===== src/rtl/i2s_tx_engine.sv =====
// i2s_tx_engine: I2S / left-justified stereo serialiser with double-buffered samples
module i2s_tx_engine #(
  parameter int DATA_W    = 16,
  parameter int SLOT_W    = 16,
  parameter int BCK_DIV   = 2,
  parameter int FMT_I2S   = 0,
  parameter int HOLD_LAST = 1
) (
  input  logic              clk,
  input  logic              rst,
  input  logic              s_valid,
  output logic              s_ready,
  input  logic [DATA_W-1:0] s_left,
  input  logic [DATA_W-1:0] s_right,
  input  logic              mute,
  output logic              audio_appsel,
  output logic              audio_sysclk,
  output logic              audio_bck,
  output logic              audio_ws,
  output logic              audio_data,
  output logic              underrun,
  output logic              frame_start
);
  localparam int BW = $clog2(2 * SLOT_W);
  localparam int DW = BCK_DIV > 1 ? $clog2(BCK_DIV) : 1;
  localparam logic [BW-1:0] LAST = BW'(2 * SLOT_W - 1);
  localparam logic [BW-1:0] SW = BW'(SLOT_W);
  localparam logic [DW-1:0] DLAST = DW'(BCK_DIV - 1);
  localparam logic [DATA_W-1:0] MSB = DATA_W'(1) << (DATA_W - 1);
  logic [DW-1:0]     r_div;
  logic [BW-1:0]     r_bit;
  logic              r_bck, r_ws, r_data, r_full, r_mute, r_ur, r_fs;
  logic [DATA_W-1:0] r_hold_l, r_hold_r, r_sh_l, r_sh_r;
  logic              w_tick, w_fall, w_bnd, w_load, w_acc, w_old, w_dch, w_src_m, w_data;
  logic [BW-1:0]     w_nbit, w_didx, w_dk;
  logic [DATA_W-1:0] w_nsh_l, w_nsh_r, w_src_l, w_src_r, w_word;
  assign w_tick  = r_div == DLAST;
  assign w_fall  = w_tick & r_bck;
  assign w_bnd   = w_fall & (r_bit == LAST);
  assign w_load  = w_bnd & r_full;
  assign s_ready = !r_full | w_load;
  assign w_acc   = s_valid & s_ready;
  assign w_nbit  = (r_bit == LAST) ? '0 : r_bit + 1'b1;
  assign w_didx  = (FMT_I2S != 0) ? ((w_nbit == '0) ? LAST : w_nbit - 1'b1) : w_nbit;
  assign w_dch   = w_didx >= SW;
  assign w_dk    = w_dch ? w_didx - SW : w_didx;
  assign w_nsh_l = w_load ? r_hold_l : ((HOLD_LAST != 0) ? r_sh_l : '0);
  assign w_nsh_r = w_load ? r_hold_r : ((HOLD_LAST != 0) ? r_sh_r : '0);
  // In I2S the boundary edge still emits the outgoing frame's last right bit
  assign w_old   = (FMT_I2S != 0) & w_bnd;
  assign w_src_l = (w_bnd & !w_old) ? w_nsh_l : r_sh_l;
  assign w_src_r = (w_bnd & !w_old) ? w_nsh_r : r_sh_r;
  assign w_src_m = (w_bnd & !w_old) ? mute : r_mute;
  assign w_word  = w_dch ? w_src_r : w_src_l;
  assign w_data  = !w_src_m & |((w_word << w_dk) & MSB);
  always_ff @(posedge clk or posedge rst) begin
    if (rst) begin
      r_div    <= '0;
      r_bit    <= '0;
      r_bck    <= 1'b0;
      r_ws     <= 1'b0;
      r_data   <= 1'b0;
      r_full   <= 1'b0;
      r_mute   <= 1'b0;
      r_ur     <= 1'b0;
      r_fs     <= 1'b0;
      r_hold_l <= '0;
      r_hold_r <= '0;
      r_sh_l   <= '0;
      r_sh_r   <= '0;
    end else begin
      r_div <= w_tick ? '0 : r_div + 1'b1;
      r_fs  <= w_bnd;
      r_ur  <= w_bnd & !r_full;
      if (w_tick) r_bck <= !r_bck;
      if (w_fall) begin
        r_bit  <= w_nbit;
        r_ws   <= w_nbit >= SW;
        r_data <= w_data;
      end
      if (w_bnd) begin
        r_sh_l <= w_nsh_l;
        r_sh_r <= w_nsh_r;
        r_mute <= mute;
      end
      if (w_acc) begin
        r_hold_l <= s_left;
        r_hold_r <= s_right;
        r_full   <= 1'b1;
      end else if (w_load) r_full <= 1'b0;
    end
  end
  assign audio_appsel = 1'b1;
  assign audio_sysclk = clk;
  assign audio_bck    = r_bck;
  assign audio_ws     = r_ws;
  assign audio_data   = r_data;
  assign underrun     = r_ur;
  assign frame_start  = r_fs;
endmodule


===== config.mk =====
export PLATFORM = sky130hd
export DESIGN_NAME = i2s_tx_engine
export DESIGN_NICKNAME = d
export VERILOG_FILES = /design/src/rtl/i2s_tx_engine.sv
export SDC_FILE = /design/constraint.sdc
export NUM_CORES = 1
export LEC_CHECK = 0
export ABC_AREA = 1
export CAP_MARGIN = 30
export CORE_MARGIN = 2
export CORE_UTILIZATION = 45
export DETAILED_ROUTE_END_ITERATION = 8
export GPL_TIMING_DRIVEN = 0
export PLACE_DENSITY_LB_ADDON = 0.08
export SLEW_MARGIN = 5
export SYNTH_ARGS = -nofsm -noshare
export SYNTH_HDL_FRONTEND = slang
export SYNTH_SLANG_ARGS = --single-unit

===== constraint.sdc =====
create_clock -name clk -period 8.48 [get_ports clk]
set_clock_uncertainty 0.15 [all_clocks]
set_input_delay 2.12 -clock clk [delete_from_list [all_inputs] [get_ports clk]]
set_output_delay 2.12 -clock clk [all_outputs]
set_load 0.03 [all_outputs]

==> results.toml, run 1 <==
[outcome]
status = "completed"

[setup_path]
crit_fanout = 2
crit_chain = "clkbuf_8, clkbuf_8, buf_4, clkdlybuf4s50_1"
crit_top_cell = "clkbuf_8"
slowest_stage = "clkdlybuf4s50_1"
worst_setup_path_start_kind = "clock port"
cp.arrival_ps = 5160
cp-end-kind = "output port"
slowest_delay_ps = 580
worstSetupPathType = "clock port to output port"
required_ps = 6210

[synthesis]
async_flop_share_pct = 100
yosysTopAreaCell = "dfrtp_1"
yosysTopAreaCellShare_pct = 52.7
syn-mean-instance-area_um2 = 8.47
syn_area_um2 = 3660
synth.area.top_cells = "dfrtp_1, nand3_1, nand2_1"
synthFlopType = "dfrtp_1"
synth_nets = 471
synth_edf_count = 0
syn_inst = 432
yosysUniqueCellTypes = 26
yosys_warnings = 0
ys_seq_area_share_pct = 52.7
synth-seq-cells = 77

[cells_and_area]
final_common_cell = "dfrtp_1"
n_antenna_cell = 0
final_cell_mix = "dfrtp_1, nand2_1, nand3_1"
finalNetCount = 528
drive_gt1_share_pct = 8.30
stdcell_count = 596
area_growth_pct = 23.1
fill_cells = 741

[drt]
route.detailed.drc = 0
wl_um = 8740
detail-route-antenna-nets = 0
avgRoutedWirePerCell_um = 14.7
drt-pass1-iter-count = 4
vias = 2953
drt_iter0_markers = 245
viasPerCell = 4.95

[clock_network]
post_cts_buffers = 0
clk_latency_ps = 450
ctsHoldBuffers = 0
clk_pin_slew_ps = 70
cts_resized = 0
cts_tree = "built"

[timing]
slew_violations = 0
totalNegativeSetupSlack_ps = 0
hold_viol_final = 0
maxSlewHeadroom_pct = 52.1
worst_pin_slew_ps = 719
finalSetupViolations = 0
rsz0062_at_grt = "no"

[place]
io_buffer_count = 42
place_inst = 577
dp_hpwl_um = 5950
gp_congestion = 0.856

[die]
coreArea_um2 = 7810
die_y_um = 94.2
die_x_um = 94.2
num_io_pins = 44
start_util_pct = 46.8
placementRows = 32
fp.dieArea_um2 = 8860

[run]
maxCapViolations = 0

[pwr]
p_per_area_nw_per_um2 = 171
ir_worst_vdd_mv = 0.149
power_leakage_uw = 0.00231

[grt]
antenna_found_initial = 0
grt_pass1_vias = 2877
grt_pass1_wl_um = 14500
grt_max_degree = 63
grtUsageTotal_pct = 22.1
grt.overflow.total = 0

[min_path]
hold_path.class = "flip-flop to flip-flop"
-- power breakdown --
| part | switching [uW] | internal [uW] | total (uW) | leakage (uW) |
|---|---|---|---|---|
| logic | 10.2 | 15.7 | 25.9 | 0.00126 |
| registers | 0 | 367 | 367 | 0.000910 |
| clock network | 151 | 226 | 377 | 0.000140 |
| total | 162 | 608 | 770 | 0.00231 |
-- critical path: cells and delay by family --
family / cells / cell delay [ps]
buffers and inverters: 4 / 920
-- registers in the layout (all words and copies together) (netlist names), 5 cells and up --
name / count
r_sh_r: 16
r_sh_l: 16
r_bit: 5
r_hold_l: 16
r_hold_r: 16
-- cells by family after synthesis --
logic type               share of synthesized area, %
multiplexers                                     1.54
AO/OA/AOI/OAI                                    9.37
AND/OR/NAND/NOR                                  24.3
buffers and inverters                            10.9
flip-flops                                       52.7
other                                           0.103
adder cells (fa/ha/maj)                          1.03
-- cell type report --
class	instances	area, um2	area share, %
Inverter	71	269	5.97
Tap cell	102	128	2.83
Multi-Input combinational cell	263	1330	29.5
Sequential cell	77	1930	42.8
Buffer	21	134	2.97
Timing Repair Buffer	42	438	9.72
Clock inverter	3	67.6	1.50
Clock buffer	17	210	4.67
-- path summary, 6_finish.rpt --
path	endpoint	cells past startpoint	slack (ps)	start
worst max-delay path	audio_sysclk	4	1050	clk
worst min-delay path	r_sh_l[11]	1	340	r_hold_l[11]
worst max register to register	audio_data	15	5500	r_bit[0]
worst min register to register	r_sh_l[11]	1	340	r_hold_l[11]
max in group asynchronous	r_sh_r[3]	3	5810	rst
min in group asynchronous	r_hold_r[0]	2	1790	rst
-- through the flow --
stage / total power, uW / cell area [um2] / utilization, % / hold slack, ps / setup slack (ps)
6_report: 770 / 4500 / 57.7 / 341 / 1050
5_1_grt: 799 / 4500 / 57.7 / 361 / 1040
4_1_cts: 776 / 4500 / 57.7 / 345 / 1050
3_5_place_dp: 427 / 4240 / 54.2 / 328 / 1290
3_3_place_gp: 425 / 4210 / 53.9 / 317 / 1290
2_1_floorplan: 398 / 3660 / - / 289 / 1830
-- metal layers --
metal / part of all wire (%) / vias to the layer above / track usage (%)
met1: 46 / 1392 / 31.2
met5: 0 / - / 0
met2: 46 / 78 / 33.7
met3: 5.8 / 9 / 3.69
met4: 1.5 / 0 / 9.30
li1: - / 1474 / -
-- synth_stat cells (all sizes together), types with 2 or more instances --
cell / count
a21oi: 28
and2: 11
buf: 14
clkbuf: 7
clkinv: 3
dfrtp: 77
ha: 3
inv: 68
mux2: 5
nand2: 76
nand3: 68
nand3b: 3
nor2: 38
o211ai: 2
o21a: 21
o21ai: 6
No activity file was read; power rests on OpenSTA's default activity.
==> inputs of run 2 (changes only) <==
Settings changed: CORE_UTILIZATION 45 to 55, RECOVER_POWER set to 50, SLEW_MARGIN 5 to 20.
==> run 2 against run 1 <==
Compared with the run above: the run now ends with capacitance limit, slew limit left; final cell count shrank 4.2%; die area shrank 17%; sequential share of layout area grew 1.6 points; clock power shrank 20%.
==> results.toml, run 2 (synthesized netlist as in run 1, its figures left out) <==
[outcome]
status = "complete, but fails checks"
violations = "capacitance limit, slew limit"

[drt]
detail-route-antenna-nets = 0
viasPerCell = 5.35
avgRoutedWirePerCell_um = 15.3
vias = 3053
route.detailed.drc = 0
drt_iter0_markers = 296
wl_um = 8750
drt-pass1-iter-count = 5

[clock_network]
post_cts_buffers = 0
clk_pin_slew_ps = 80
cts_resized = 0
clk_latency_ps = 460
ctsHoldBuffers = 0
cts_tree = "built"

[setup_path]
crit_top_cell = "clkbuf_8"
crit_start = "clk"
worst_setup_path_start_kind = "clock port"
ff2ff_setup_slack_ps = 5170
slowest_stage = "clkdlybuf4s50_1"
cp-endpoint = "audio_sysclk"
r2r_cells = 15
slowest_delay_ps = 580
worstSetupPathType = "clock port to output port"
required_ps = 6210
cp-end-kind = "output port"
reg2reg_to = "audio_data"
crit_chain = "clkbuf_8, clkbuf_8, buf_4, clkdlybuf4s50_1"
timing.rr.start = "r_bit[0]"
crit_fanout = 2
cp.arrival_ps = 5160

[cells_and_area]
n_antenna_cell = 0
drive_gt1_share_pct = 6.28
area_growth_pct = 18.6
final_common_cell = "dfrtp_1"
stdcell_count = 571
final_cell_mix = "dfrtp_1, nand2_1, nand3_1"
finalNetCount = 528

[die]
die_x_um = 85.5
placementRows = 29
fp.dieArea_um2 = 7320
coreArea_um2 = 6390
die_y_um = 85.5
start_util_pct = 57.3
num_io_pins = 44

[place]
io_buffer_count = 42
gp_congestion = 0.849
place_inst = 552
dp_hpwl_um = 5990

[pwr]
p_sw_share_pct = 23.4
pwr-share-seq_pct = 53.1
p_switching_uw = 162
finalPower_uw = 691
power_leakage_uw = 0.00224
pwr-share-comb_pct = 3.5
pwr-share-clk_pct = 43.4
ir_worst_vdd_mv = 0.189
p_int_uw = 529
p_per_area_nw_per_um2 = 159

[grt]
grt_pass1_vias = 3032
grtUsageTotal_pct = 26.4
antenna_found_initial = 0
grt_max_degree = 59
grt.overflow.total = 0
grt_pass1_wl_um = 14600

[timing]
maxSlewHeadroom_pct = -105
finalSetupViolations = 0
totalNegativeSetupSlack_ps = 0
slew_violations = 59
hold_viol_final = 0
worst_pin_slew_ps = 3080
rsz0062_at_grt = "no"

[run]
maxCapViolations = 1

[min_path]
hold_path.class = "flip-flop to flip-flop"
-- run 2: power by group through the flow --
stage / Sequential, uW / Combinational [uW] / Clock, uW
2_1_floorplan: 374 / 6.37 / 17.7
3_3_place_gp: 374 / 24.6 / 26.2
3_5_place_dp: 374 / 26.5 / 26.2
4_1_cts: 367 / 26.6 / 305
5_1_grt: 367 / 26.7 / 323
6_report: 367 / 24.1 / 300
-- run 2: worst min path at each step --
stage	start	endpoint	slack, ps	cells after the start
after global placement	r_hold_l[12]	r_sh_l[12]	320	1
after floorplan	r_mute	r_mute	290	2
after detailed placement	r_hold_l[12]	r_sh_l[12]	330	1
after CTS	r_hold_r[10]	r_sh_r[10]	340	1
final	r_div	r_div	330	1
after global routing	audio_data	audio_data	360	2
-- run 2: final cells by class --
class | instances | area (um2)
repair buffers | 42 | 414
clock buffers | 15 | 183
plain buffers | 21 | 110
clock inverters | 5 | 27.5
multi-input cells | 263 | 1310
flip-flops and latches | 77 | 1930
fillers | 544 | 2050
well taps | 77 | 96.3
inverters | 71 | 268
-- run 2: worst max-delay path, delay by kind of cell --
family	cells	cell delay [ps]
buffers and inverters	4	920
-- run 2: metrics by stage --
stage	area [um2]	util (%)	hold WS, ps	setup WS [ps]
3_3_place_gp	4170	65.4	317	1290
5_1_grt	4340	67.9	356	1030
4_1_cts	4400	69.0	344	1040
6_report	4340	67.9	334	1050
3_5_place_dp	4200	65.8	327	1290
2_1_floorplan	3660	-	289	1830
-- run 2: routing by layer --
layer | GRT usage [%] | wire length [um] | vias up
li1 | - | - | 1481
met1 | 36.1 | 3960 | 1468
met2 | 42.3 | 4200 | 86
met3 | 4.23 | 425 | 18
met4 | 11.3 | 163 | 0
met5 | 0 | 0 | -
